===== config.mk =====
export PLATFORM = sky130hd
export DESIGN_NAME = reduceron_io_uart_flat
export DESIGN_NICKNAME = d
export VERILOG_FILES = /design/src/rtl/reduceron_io_pkg.sv /design/src/rtl/reduceron_io_uart_if.sv /design/src/rtl/io_sync_fifo.sv /design/src/rtl/reduceron_io_uart.sv /design/src/flat_wrapper.sv
export SDC_FILE = /design/constraint.sdc
export NUM_CORES = 1
export LEC_CHECK = 0
export BUFFER_PORTS_ARGS = -buffer_cell sky130_fd_sc_hd__buf_4
export CAP_MARGIN = 15
export CORE_MARGIN = 4
export CORE_UTILIZATION = 55
export DETAILED_ROUTE_END_ITERATION = 10
export PLACE_DENSITY = 0.82
export SYNTH_ARGS = -nofsm -noshare
export SYNTH_HDL_FRONTEND = slang
export SYNTH_SLANG_ARGS = --single-unit
export TNS_END_PERCENT = 10

===== constraint.sdc =====
create_clock -name clock -period 8.3 [get_ports clock]
set_clock_uncertainty 0.2 [all_clocks]
set_input_delay 1.66 -clock clock [delete_from_list [all_inputs] [get_ports clock]]
set_output_delay 1.66 -clock clock [all_outputs]
set_load 0.01 [all_outputs]

===== src/rtl/reduceron_io_pkg.sv =====
// Shared definitions for the Reduceron IO console block.
//   CONSOLE_ADDR / STATUS_ADDR / DROP_ADDR : IO address map
//   STATUS_BUSY / STATUS_EMPTY / STATUS_FULL : bit positions in the status word
//   tx_state_t : UART transmitter states
package reduceron_io_pkg;

    localparam int CONSOLE_ADDR = 0;
    localparam int STATUS_ADDR  = 1;
    localparam int DROP_ADDR    = 2;

    localparam int STATUS_BUSY  = 0;
    localparam int STATUS_EMPTY = 1;
    localparam int STATUS_FULL  = 2;

    typedef enum logic [1:0] {
        IDLE  = 2'd0,
        START = 2'd1,
        DATA  = 2'd2,
        STOP  = 2'd3
    } tx_state_t;

endpackage


===== src/rtl/reduceron_io_uart_if.sv =====
// Reduceron core memory-mapped IO bus.
//   ioaddr  : IO address (core -> device)
//   iowrite : one-cycle write strobe
//   ioread  : one-cycle read strobe
//   iowd    : write data
//   iord    : registered read data (device -> core)
// master modport is the core side, slave modport is the device side.
interface reduceron_io_uart_if #(
    parameter int ADDR_W = 15,
    parameter int DATA_W = 15
);
    logic [ADDR_W-1:0] ioaddr;
    logic              iowrite;
    logic              ioread;
    logic [DATA_W-1:0] iowd;
    logic [DATA_W-1:0] iord;

    modport master (output ioaddr, output iowrite, output ioread, output iowd, input iord);
    modport slave  (input ioaddr, input iowrite, input ioread, input iowd, output iord);
endinterface


===== src/rtl/io_sync_fifo.sv =====
// Single-clock FIFO for the console byte stream.
//   clock, reset_n : clock and asynchronous active-low reset
//   push, din      : write side; a push while full is ignored
//   pop, dout      : read side; dout shows the head combinationally,
//                    a pop while empty is ignored
//   full, empty    : occupancy flags
//   level          : number of stored entries (log2(DEPTH)+1 bits)
// Pointers carry one extra wrap bit so full and empty are distinguishable.
module io_sync_fifo #(
    parameter int WIDTH = 8,
    parameter int DEPTH = 16
) (
    input  logic                     clock,
    input  logic                     reset_n,
    input  logic                     push,
    input  logic                     pop,
    input  logic [WIDTH-1:0]         din,
    output logic [WIDTH-1:0]         dout,
    output logic                     full,
    output logic                     empty,
    output logic [$clog2(DEPTH):0]   level
);
    localparam int AW = $clog2(DEPTH);

    logic [WIDTH-1:0] mem [DEPTH];
    logic [AW:0]      wr_ptr;
    logic [AW:0]      rd_ptr;
    logic             push_ok;
    logic             pop_ok;

    assign full    = (wr_ptr[AW] != rd_ptr[AW]) && (wr_ptr[AW-1:0] == rd_ptr[AW-1:0]);
    assign empty   = (wr_ptr == rd_ptr);
    assign level   = wr_ptr - rd_ptr;
    assign dout    = mem[rd_ptr[AW-1:0]];
    assign push_ok = push && !full;
    assign pop_ok  = pop && !empty;

    always_ff @(posedge clock or negedge reset_n) begin
        if (!reset_n) begin
            wr_ptr <= '0;
            rd_ptr <= '0;
        end else begin
            if (push_ok) wr_ptr <= wr_ptr + 1'b1;
            if (pop_ok)  rd_ptr <= rd_ptr + 1'b1;
        end
    end

    // Storage holds data only, so it is not reset.
    always_ff @(posedge clock) begin
        if (push_ok) mem[wr_ptr[AW-1:0]] <= din;
    end

endmodule


===== src/rtl/reduceron_io_uart.sv =====
// Reduceron IO console: decodes console writes from the core IO bus,
// buffers bytes in a FIFO and transmits them 8N1 on uart_tx.
//   clock, reset_n : clock and asynchronous active-low reset
//   io (slave)     : core IO bus; address 0 = console write,
//                    1 = status read, 2 = dropped-write counter read
//   uart_tx        : registered serial output, idle high
//   tx_busy        : high while a frame is on the line
//   fifo_full      : console FIFO holds FIFO_DEPTH bytes
//   drop_count     : dropped console writes
// Build option REDUCERON_IO_DROP_COUNT_EN: when defined, drop_count counts
// (saturating) writes dropped on a full FIFO and a read of address 2
// returns and clears it; when undefined, drop_count is 0 and address 2 reads 0.
module reduceron_io_uart
    import reduceron_io_pkg::*;
#(
    parameter int CLK_HZ     = 50_000_000,
    parameter int BAUD       = 115_200,
    parameter int FIFO_DEPTH = 16,
    parameter int ADDR_W     = 15,
    parameter int DATA_W     = 15
) (
    input  logic                clock,
    input  logic                reset_n,
    reduceron_io_uart_if.slave  io,
    output logic                uart_tx,
    output logic                tx_busy,
    output logic                fifo_full,
    output logic [15:0]         drop_count
);
    localparam int DIV = (CLK_HZ + BAUD / 2) / BAUD;
    localparam int CW  = (DIV > 2) ? $clog2(DIV) : 1;
    localparam int LW  = $clog2(FIFO_DEPTH) + 1;

    logic              wr_console;
    logic              fifo_pop;
    logic [7:0]        fifo_dout;
    logic              fifo_empty;
    logic [LW-1:0]     fifo_level;
    logic [DATA_W-1:0] status;
    logic [DATA_W-1:0] rd_data;
    logic [DATA_W-1:0] iord_q;

    tx_state_t         state, state_n;
    logic [CW-1:0]     baud_cnt, baud_cnt_n;
    logic [2:0]        bit_idx, bit_idx_n;
    logic [7:0]        shreg, shreg_n;
    logic              baud_end;
    logic              tx_q;
    logic              busy_q;

    assign wr_console = io.iowrite && (io.ioaddr == ADDR_W'(CONSOLE_ADDR));

    // The FIFO ignores a push while full, so a write that meets a full FIFO
    // is dropped even if the transmitter pops in the same cycle.
    io_sync_fifo #(
        .WIDTH (8),
        .DEPTH (FIFO_DEPTH)
    ) u_fifo (
        .clock   (clock),
        .reset_n (reset_n),
        .push    (wr_console),
        .pop     (fifo_pop),
        .din     (io.iowd[7:0]),
        .dout    (fifo_dout),
        .full    (fifo_full),
        .empty   (fifo_empty),
        .level   (fifo_level)
    );

    // Status is built from pre-edge state, so a same-cycle write is not visible.
    always_comb begin
        status                 = '0;
        status[DATA_W-1:3]     = (DATA_W - 3)'(fifo_level);
        status[STATUS_FULL]    = fifo_full;
        status[STATUS_EMPTY]   = fifo_empty;
        status[STATUS_BUSY]    = busy_q;
    end

`ifdef REDUCERON_IO_DROP_COUNT_EN
    logic        drop;
    logic        rd_drop;
    logic [15:0] drop_cnt;

    assign drop    = wr_console && fifo_full;
    assign rd_drop = io.ioread && (io.ioaddr == ADDR_W'(DROP_ADDR));

    // A read clears the counter; a drop landing on the clearing read leaves 1.
    always_ff @(posedge clock or negedge reset_n) begin
        if (!reset_n) begin
            drop_cnt <= '0;
        end else if (rd_drop) begin
            drop_cnt <= drop ? 16'd1 : 16'd0;
        end else if (drop && (drop_cnt != 16'hFFFF)) begin
            drop_cnt <= drop_cnt + 16'd1;
        end
    end

    assign drop_count = drop_cnt;
`else
    assign drop_count = '0;
`endif

    always_comb begin
        rd_data = '0;
        if (io.ioaddr == ADDR_W'(STATUS_ADDR))
            rd_data = status;
`ifdef REDUCERON_IO_DROP_COUNT_EN
        else if (io.ioaddr == ADDR_W'(DROP_ADDR))
            rd_data = DATA_W'(drop_cnt);
`endif
    end

    // Read data holds until the next read strobe.
    always_ff @(posedge clock or negedge reset_n) begin
        if (!reset_n)        iord_q <= '0;
        else if (io.ioread)  iord_q <= rd_data;
    end

    assign io.iord = iord_q;

    assign baud_end = (baud_cnt == CW'(DIV - 1));

    // TX FSM next-state logic; a pop loads the shift register from the FIFO head.
    always_comb begin
        state_n    = state;
        baud_cnt_n = baud_cnt;
        bit_idx_n  = bit_idx;
        shreg_n    = shreg;
        fifo_pop   = 1'b0;
        unique case (state)
            IDLE: begin
                if (!fifo_empty) begin
                    fifo_pop   = 1'b1;
                    shreg_n    = fifo_dout;
                    baud_cnt_n = '0;
                    bit_idx_n  = '0;
                    state_n    = START;
                end
            end
            START: begin
                if (baud_end) begin
                    baud_cnt_n = '0;
                    bit_idx_n  = '0;
                    state_n    = DATA;
                end else begin
                    baud_cnt_n = baud_cnt + CW'(1);
                end
            end
            DATA: begin
                if (baud_end) begin
                    baud_cnt_n = '0;
                    shreg_n    = {1'b0, shreg[7:1]};
                    if (bit_idx == 3'd7) state_n = STOP;
                    else                 bit_idx_n = bit_idx + 3'd1;
                end else begin
                    baud_cnt_n = baud_cnt + CW'(1);
                end
            end
            STOP: begin
                if (baud_end) begin
                    baud_cnt_n = '0;
                    if (!fifo_empty) begin
                        // Back-to-back frame: no idle bit between stop and start.
                        fifo_pop  = 1'b1;
                        shreg_n   = fifo_dout;
                        bit_idx_n = '0;
                        state_n   = START;
                    end else begin
                        state_n   = IDLE;
                    end
                end else begin
                    baud_cnt_n = baud_cnt + CW'(1);
                end
            end
            default: state_n = IDLE;
        endcase
    end

    // Line and busy are registered from the current state, so they trail
    // the FSM by one cycle and are glitch-free.
    always_ff @(posedge clock or negedge reset_n) begin
        if (!reset_n) begin
            state    <= IDLE;
            baud_cnt <= '0;
            bit_idx  <= '0;
            tx_q     <= 1'b1;
            busy_q   <= 1'b0;
        end else begin
            state    <= state_n;
            baud_cnt <= baud_cnt_n;
            bit_idx  <= bit_idx_n;
            tx_q     <= (state == START) ? 1'b0 :
                        (state == DATA)  ? shreg[0] : 1'b1;
            busy_q   <= (state != IDLE);
        end
    end

    always_ff @(posedge clock) begin
        shreg <= shreg_n;
    end

    assign uart_tx = tx_q;
    assign tx_busy = busy_q;

endmodule

===== src/flat_wrapper.sv =====
// flat-port wrapper written by rule: the top's interface ports become plain ports
module reduceron_io_uart_flat import reduceron_io_pkg::*;
#(
    parameter int CLK_HZ     = 50_000_000,
    parameter int BAUD       = 115_200,
    parameter int FIFO_DEPTH = 16,
    parameter int ADDR_W     = 15,
    parameter int DATA_W     = 15
)
  (clock, reset_n, uart_tx, tx_busy, fifo_full, drop_count, io_ioaddr, io_iowrite, io_ioread, io_iowd, io_iord);
  reduceron_io_uart_if #(.ADDR_W(ADDR_W), .DATA_W(DATA_W)) io_i ();
  input  logic clock;
  input  logic reset_n;
  output logic uart_tx;
  output logic tx_busy;
  output logic fifo_full;
  output logic [15:0] drop_count;
  input wire logic [$bits(io_i.ioaddr)-1:0] io_ioaddr;
  input wire logic [$bits(io_i.iowrite)-1:0] io_iowrite;
  input wire logic [$bits(io_i.ioread)-1:0] io_ioread;
  input wire logic [$bits(io_i.iowd)-1:0] io_iowd;
  output wire logic [$bits(io_i.iord)-1:0] io_iord;
  assign io_i.ioaddr = io_ioaddr;
  assign io_i.iowrite = io_iowrite;
  assign io_i.ioread = io_ioread;
  assign io_i.iowd = io_iowd;
  assign io_iord = io_i.iord;
  reduceron_io_uart #(.CLK_HZ(CLK_HZ), .BAUD(BAUD), .FIFO_DEPTH(FIFO_DEPTH), .ADDR_W(ADDR_W), .DATA_W(DATA_W)) u_core (.clock(clock), .reset_n(reset_n), .io(io_i), .uart_tx(uart_tx), .tx_busy(tx_busy), .fifo_full(fifo_full), .drop_count(drop_count));
endmodule

; Word-level counts from Yosys, hierarchy flattened
; Memories as Yosys holds them, arrays and structs flattened.
; Index checks and enable logic that the tools add are counted.
[classes]
n_lt_le_gt_ge = 0
n_reduce_logical = 14
mux = 28
eq_ne = 15
add_sub_neg = 5
n_mul = 0
shift = 0
bitwise = 0
div = 0
[ops]
columns = cell, n
row1 = 8-bit 2-to-1 mux, 4
row2 = 8-bit one-hot mux with 3 select lines, 1
row3 = 9-bit 2-to-1 mux, 2
row4 = 9-bit one-hot mux with 2 select lines, 1
row5 = 15-bit by 1-bit equality test with 1-bit output (second input constant), 1
row6 = 15-bit zero test, 1
row7 = 3-bit 2-to-1 mux, 5
row8 = 3-bit one-hot mux with 4 select lines, 1
row9 = 5-bit by 1-bit adder with 5-bit output (second input constant), 2
row10 = 2-bit 2-to-1 mux, 5
row11 = 9-bit by 1-bit adder with 9-bit output (second input constant), 1
row12 = 9-bit equality test (second input constant), 1
row13 = 2-bit by 1-bit inequality test with 1-bit output (second input constant), 4
row14 = 2-bit one-hot mux with 4 select lines, 1
row15 = 1-bit 2-to-1 mux, 7
row16 = 5-bit equality test, 1
row17 = 5-bit AND reduction, 1
row18 = 5-bit subtractor, 1
row19 = 2-bit equality test (second input constant), 2
row20 = 4-bit equality test, 1
row21 = 1-bit logical AND, 4
row22 = 2-bit inequality test (second input constant), 2
row23 = 4-bit AND reduction, 1
row24 = 3-bit by 1-bit adder with 3-bit output (second input constant), 1
row25 = other kinds (10), 11
[totals]
ramBits = 128
inputBits = 34
word_cells = 72
romBits = 0
regBits = 49
latchBits = 0
n_memories = 1
[mem_list]
columns = name, words, width, rd, rd_clocked_by_memory_dff, write_ports, line_no
row1 = u_core.u_fifo.mem, 16, 8, 1, 0, 1, io_sync_fifo.sv:25  ; logic [WIDTH-1:0] mem [DEPTH];

; Depth between registers and ports, before layout
; Gate-level depths: netlist of run 1.
[logic_depth]
ltp_word = 6
ltp_mapped = 10

; By module
; From an unflattened synthesis of run 1, not the netlist that was laid out.
[unflattened]
hier_cells = 469
area_unflattened_um2 = 7559.8
[modules_own_cells]
columns = mod, n_inst, cells_per_inst, area_each_um2
row1 = io_sync_fifo, 1, 297, 5750.5
row2 = reduceron_io_uart, 1, 172, 1809.2

; Worst setup path after synthesis of run 1
; OpenSTA, ideal clock, no wires.
[synth_path]
kind = input to register
startpoint = in io_ioaddr[1]
endpoint = mem u_core.u_fifo.mem[15][0], enable pin
arrival_time_ps = 3256
setup_slack_ps = 4440
stages = 3
setup_ps = 404
t_required_ps = 7696
path_cell_list = nor4_1 nand4_1 nor4b_1
[synth_between]
elab_chain_len = 5
[synth_lines]
columns = element, line_no
row1 = from (decl), flat_wrapper.sv:18  ; input wire logic [$bits(io_i.ioaddr)-1:0] io_ioaddr;
row2 = 15-bit zero test, reduceron_io_uart.sv:51  ; assign wr_console = io.iowrite && (io.ioaddr == ADDR_W'(CONSOLE_ADDR));
row3 = 1-bit logical AND, reduceron_io_uart.sv:51
row4 = 1-bit logical AND, io_sync_fifo.sv:35  ; assign push_ok = push && !full;
row5 = 1-bit 2-to-1 mux, io_sync_fifo.sv:50  ; if (push_ok) mem[wr_ptr[AW-1:0]] <= din;
row6 = 1-bit 2-to-1 mux (implied by the code), io_sync_fifo.sv:50
row7 = to (decl), io_sync_fifo.sv:25
; Every way passes these cells.

; Final worst setup path of run 1
[layout_path]
startpoint = reg u_core.u_fifo.rd_ptr[3]
endpoint = out fifo_full
[layout_between]
elab_chain_len = 2
[layout_lines]
columns = element, line_no
row1 = from (decl), io_sync_fifo.sv:27  ; logic [AW:0] rd_ptr;
row2 = from (signal assigned), io_sync_fifo.sv:44  ; if (pop_ok) rd_ptr <= rd_ptr + 1'b1;
row3 = 4-bit equality test, io_sync_fifo.sv:31  ; assign full = (wr_ptr[AW] != rd_ptr[AW]) && (wr_ptr[AW-1:0] == rd_ptr[AW-1:0]);
row4 = 1-bit logical AND, io_sync_fifo.sv:31
row5 = to (decl), flat_wrapper.sv:16  ; output logic fifo_full;
; Every way passes these cells.

==> metrics.txt, run 1 <==
outcome=finished clean; dominant cell type by area after synthesis=edfxtp_1; worst r2r src=u_core.u_fifo.rd_ptr[1]; CTS Buffer Depth=2; footprint of the multi-input gates=0.00228 mm²; Yosys reg bits=170; total gr overflow=0; CTS root buf=clkbuf_16; via/cell ratio=a little under 6; Total Power=~0.0018 W; Final Hold Viols=0; global-route wire length before repair=around 23 mm; die area=roughly 0.016 mm²; DPL Wire Length=9.34 mm; total of max-cap violations=0; Setup crit end kind=output pin; min-delay worst type=reg2reg; max_slew headroom=0.310; final number of setup-violating endpoints=0; CP Data Arrival Time=between 2 and 2.5 ns; DRT Wirelength=roughly 14 mm; synth cell count leaders=edfxtp_1 (136), dfrtp_1 (33), mux4_2 (33); Worst VDD drop=between 0.00015 and 0.0002 V; Worst-Skew Late Latency=approximately 0.42 ns; post-route minimum period=4.11 ns; Max Clk Rate=243 MHz; initial drt markers=357; Crit Path Class=reg2out; EDFF count, synth=136; syn avg cell area=approximately 16 µm²; Slew @ Worst Pin=1.03 ns; post-synth top area share=0.545; setup TNS=0 ns; post-CTS setup buffer count=0; Vias=roughly 4000; Row Count=between 40 and 50; wire length per cell=roughly 20 µm; CP startpoint kind=flip-flop; Worst Setup EP=fifo_full; yosys warns=0; Chip Height=125 µm; final setup margin=~4.2 ns; period utilization=0.496; I/O pins=68; Synth Cell Area=roughly 0.0075 mm²; Post-synth ARST share=0.200; all-layer global routing usage=0.191; fin. max-slew vios=0; Buffers on Ports=37; worst slack, placed=just over 4 ns; distinct cell type count after synthesis=53; total CTS buffers=17; H-tree depth=4; number of hold buffers added after CTS=0; most frequent cell after synthesis=edfxtp_1; Resize count post-CTS=0; Post-Syn Instances=around 470; Worst Path Required=between 6 and 7 ns; Clock Pin Slew Worst Setup and Hold Paths=~0.07 ns; area growth from synthesis to layout=13.0%; Crit. Startpoint=u_core.u_fifo.rd_ptr[3]; Area contributors post-synth=edfxtp_1 (55%), dfrtp_1 (11%), mux4_2 (9.9%), ha_1 (2.8%), mux2i_1 (2.8%); die width=between 100 and 150 µm; number of fill cells=roughly 890; GP Congestion=0.818; antenna violations before repair=0; core area=about 0.013 mm²; CTS tree=done; RSZ-0062 raised after global routing=no; Post-route DRC=0; Pleak=3.21 nW; Hold Worst Slack=between 0.2 and 0.3 ns; final std cells w/o fill=~690; share of layout cells above drive strength 1=0.236; top_reg_cell synth=edfxtp_1; DR pass1 iterations=5; Final nets=about 560; largest net degree at the start of global routing=35; Reg2Reg Depth=6; crit-path max FO=34; # diodes=0; placed cells=662; vias in the first global route=4176; Seq/Total Area, Yosys=0.659; end of the worst register-to-register path=u_core.u_fifo.mem[1][1]; R2R Setup Slk=a little under 5 ns; clock sinks=170; starting density of the core=0.563; antenna-violating nets left=0; register area=around 0.0049 mm²; Power Density=roughly 210 mW/mm²
stage by stage:
stage / utilization / cell area (µm²)
finish: 0.637 / 8460
global route: 0.637 / 8460
CTS: 0.637 / 8460
global placement: 0.590 / 7840
floorplan: - / 7570
detailed placement: 0.590 / 7840
flip-flops by register name (all words and copies together) (netlist names):
| register | cells |
|---|---|
| u_core.baud_cnt | 9 |
| u_core.bit_idx | 3 |
| u_core.io.iord | 8 |
| u_core.shreg | 8 |
| u_core.state | 2 |
| u_core.tx_busy | 1 |
| u_core.u_fifo.mem | 128 |
| u_core.u_fifo.rd_ptr | 5 |
| u_core.u_fifo.wr_ptr | 5 |
| u_core.uart_tx | 1 |
cell type report:
class                   instances  share of cell area
well taps                     176              0.0260
flip-flops and latches        170               0.583
multi-input cells             250               0.270
clock buffers                  17              0.0503
inverters                      26              0.0115
clock inverters                15              0.0235
repair buffers                 40              0.0355
logic make-up after synthesis:
group	count (synthesis)	synth area share
buf+inv	67	0.0479
fa+ha+maj	18	0.0311
flops	170	0.659
compound gates	55	0.0486
simple gates	85	0.0655
mux	57	0.132
xor+xnor	12	0.0150
other cells	1	0.000501
report_power, final:
part           internal, W  switching, W  total (W)
sequential        0.000920  0.0000000217   0.000920
combinational   0.00000858     0.0000195  0.0000281
clock             0.000485      0.000344   0.000829
total              0.00141      0.000363    0.00178
how the worst min path moves through the flow:
stage | start | cells after the start | end | slack [ns]
final | u_core.shreg[0] | 2 | u_core.uart_tx | 0.30
after global routing | u_core.shreg[0] | 2 | u_core.uart_tx | 0.31
after CTS | u_core.shreg[0] | 2 | u_core.uart_tx | 0.29
after detailed placement | u_core.shreg[0] | 2 | u_core.uart_tx | 0.28
after global placement | u_core.shreg[0] | 2 | u_core.uart_tx | 0.27
after floorplan | u_core.shreg[0] | 2 | u_core.uart_tx | 0.25
layout by cell type, fill, tap and decap left out, drive strengths merged, types with 14 or more instances in the layout:
cell and n:
edfxtp 136, buf 40, inv 35, mux4 33, dfrtp 33, conb 23
mux2i 21, ha 17, clkbuf 17, nand2 15, and3 14
worst max-delay path, cell delays in order (launching register included):
cell and delay (ns):
dfrtp_1 0.33, buf_4 0.43, inv_1 0.16, ha_1 0.38, nand4_2 0.25, nor2_1 0.16, buf_4 0.14
per-layer routing:
metal	track usage	up-vias	share of wire
met5	0	-	0
met4	0.0683	0	0.015
met3	0.0377	22	0.042
met2	0.329	130	0.54
met1	0.243	2112	0.41
li1	-	1829	-
Power figures use the tool's default switching activity.
==> run 2: changes to the inputs <==
--- a/config.mk
+++ b/config.mk
@@ -8,7 +8,7 @@
 export BUFFER_PORTS_ARGS = -buffer_cell sky130_fd_sc_hd__buf_4
 export CAP_MARGIN = 15
 export CORE_MARGIN = 4
-export CORE_UTILIZATION = 55
+export CORE_UTILIZATION = 53
 export DETAILED_ROUTE_END_ITERATION = 10
 export PLACE_DENSITY = 0.82
 export SYNTH_ARGS = -nofsm -noshare
==> constraint.sdc (replaced) <==
create_clock -name clock -period 3.7 [get_ports clock]
set_clock_uncertainty 0.2 [all_clocks]
set_input_delay 0.74 -clock clock [delete_from_list [all_inputs] [get_ports clock]]
set_output_delay 0.74 -clock clock [all_outputs]
set_load 0.01 [all_outputs]
==> metrics.txt, run 2 (same netlist as run 1, synthesis figures left out) <==
starting density of the core=0.540 (-0.0238); Final Cell Area=0.00846 mm² (about the same); Int Pwr=0.00310 W (+120%); DRT Wirelength=14.5 mm (+3.2%); largest net degree at the start of global routing=35 (unchanged); net switching power=0.000805 W (+120%); die width=127 µm (+1.7%); Resize count post-CTS=0 (unchanged); min-delay worst type=in2async; wire length per cell=20.6 µm (+2.0%); placed instance area=0.00787 mm² (+0.45%); CP startpoint kind=flip-flop; post-route minimum period=between 3 and 4 ns; clock power share=0.455 (-0.012); Buffers on Ports=37 (unchanged); total of max-cap violations=0 (unchanged); setup TNS=0 ns (unchanged); Pleak=3.21 nW (about the same); Largest register FFs=128 (unchanged); antenna violations before repair=0 (unchanged); Chip Height=127 µm (+1.7%); Setup crit end kind=flip-flop; Worst VDD drop=0.000386 V (+160%); DR pass1 iterations=7 (+2); final std cells w/o fill=702 (+1.2%); total gr overflow=0 (unchanged); worst path bufs/invs=1 (-2); die area=0.0161 mm² (+3.5%); Post-route DRC=0 (unchanged); RSZ-0062 raised after global routing=no; Final Hold Viols=0 (unchanged); initial drt markers=294 (-18%); I/O pins=68 (unchanged); Row Count=43 (+2.4%); CTS root buf=clkbuf_16; antenna-violating nets left=0 (unchanged); share of layout cells above drive strength 1=0.236 (about the same); critical path's slowest cell=nor2_1; vias in the first global route=4253 (+1.8%); Hold Worst Slack=0.0502 ns (-0.245 ns); crit-path max FO=14 (-59%); all-layer global routing usage=0.192 (+0.000671); commonest non-fill, non-tap cell in the layout=edfxtp_1; Crit Path Class=reg2reg; area growth from synthesis to layout=12.9% (about the same); Slew @ Worst Pin=0.748 ns (-0.278 ns); Worst-Skew Late Latency=0.43 ns (about the same); global-route wire length before repair=23.2 mm (+1.6%); via/cell ratio=5.85 (-0.80%); # diodes=0 (unchanged); placed cells=670 (+1.2%); Switching Fraction=0.206 (+0.00185); DPL Wire Length=9.12 mm (-2.4%); final number of setup-violating endpoints=0 (unchanged); Max Clk Rate=about 330 MHz; core area=0.0139 mm² (+4.4%); Worst Path Required=3.56 ns (-2.88 ns); CP Cell Sequence=buf_4 > ha_1 > nand4_2 > o21ai_1 > nor2_1 > and3_1; Power Density=461 mW/mm² (+120%); Vias=4107 (+0.34%); H-tree depth=4 (unchanged); CP Data Arrival Time=2.89 ns (+0.64 ns); fin. max-slew vios=0 (unchanged); number of fill cells=986 (+11%); CP delay by family, top=simple AND/OR/NAND/NOR gates; post-CTS setup buffer count=0 (unchanged); sequential share of power=0.529 (+0.011); CTS Buffer Depth=2 (unchanged); R2R Setup Slk=0.67 ns (-4.18 ns); most frequent cells in the layout=edfxtp_1 (136), buf_4 (44), mux4_2 (33), dfrtp_1 (32), inv_1 (25); CTS tree=done; period utilization=0.819; Final nets=561 (+0.72%); total CTS buffers=17 (unchanged); outcome=finished clean; number of hold buffers added after CTS=0 (unchanged); Clock Pin Slew Worst Setup and Hold Paths=0.06 ns (about the same); max_slew headroom=0.499 (+0.189); slowest stage delay, CP=0.62 ns (+0.19 ns); GP Congestion=0.816 (-0.26%); clock sinks=170 (unchanged); combinational fraction of design power=0.016 (about the same)
==> run 2: final cells by class <==
cell class,count,area (µm²),area share
Clock inverter,13,153,0.0180
Tap cell,180,225,0.0266
Clock buffer,19,433,0.0512
Inverter,26,97.6,0.0115
Sequential cell,170,4940,0.584
Multi-Input combinational cell,250,2280,0.270
Timing Repair Buffer,44,330,0.0390
==> run 2: power by group through the flow <==
stage	sequential [W]	combinational (W)	clock, W
finish	0.00206	0.0000630	0.00178
global route	0.00206	0.0000703	0.00189
CTS	0.00206	0.0000628	0.00180
detailed placement	0.00210	0.0000624	0
global placement	0.00210	0.0000590	0
floorplan	0.00210	0.0000321	0
==> run 2: worst paths after layout <==
check                                             start  cells past startpoint                 endpoint
worst max-delay path            u_core.u_fifo.rd_ptr[0]                      6  u_core.u_fifo.mem[9][4]
worst min-delay path                            reset_n                      1  u_core.u_fifo.wr_ptr[1]
worst max register to register  u_core.u_fifo.rd_ptr[0]                      6  u_core.u_fifo.mem[9][4]
worst min register to register          u_core.shreg[0]                      2           u_core.uart_tx
min in group clock                      u_core.shreg[0]                      2           u_core.uart_tx
max in group asynchronous                       reset_n                      1           u_core.uart_tx
==> run 2: stage by stage <==
stage,util,total power (W),setup WS (ns)
after floorplan,-,0.00214,0.365
after global placement,0.567,0.00216,0.617
after detailed placement,0.567,0.00217,0.494
after CTS,0.609,0.00392,0.699
after global routing,0.609,0.00402,0.502
final,0.609,0.00390,0.670
==> run 2: layer usage <==
layer / routed length (µm) / GRT usage
met5: 0 / 0
met4: 281 / 0.0776
met3: 657 / 0.0383
met2: 7600 / 0.331
met1: 5950 / 0.238
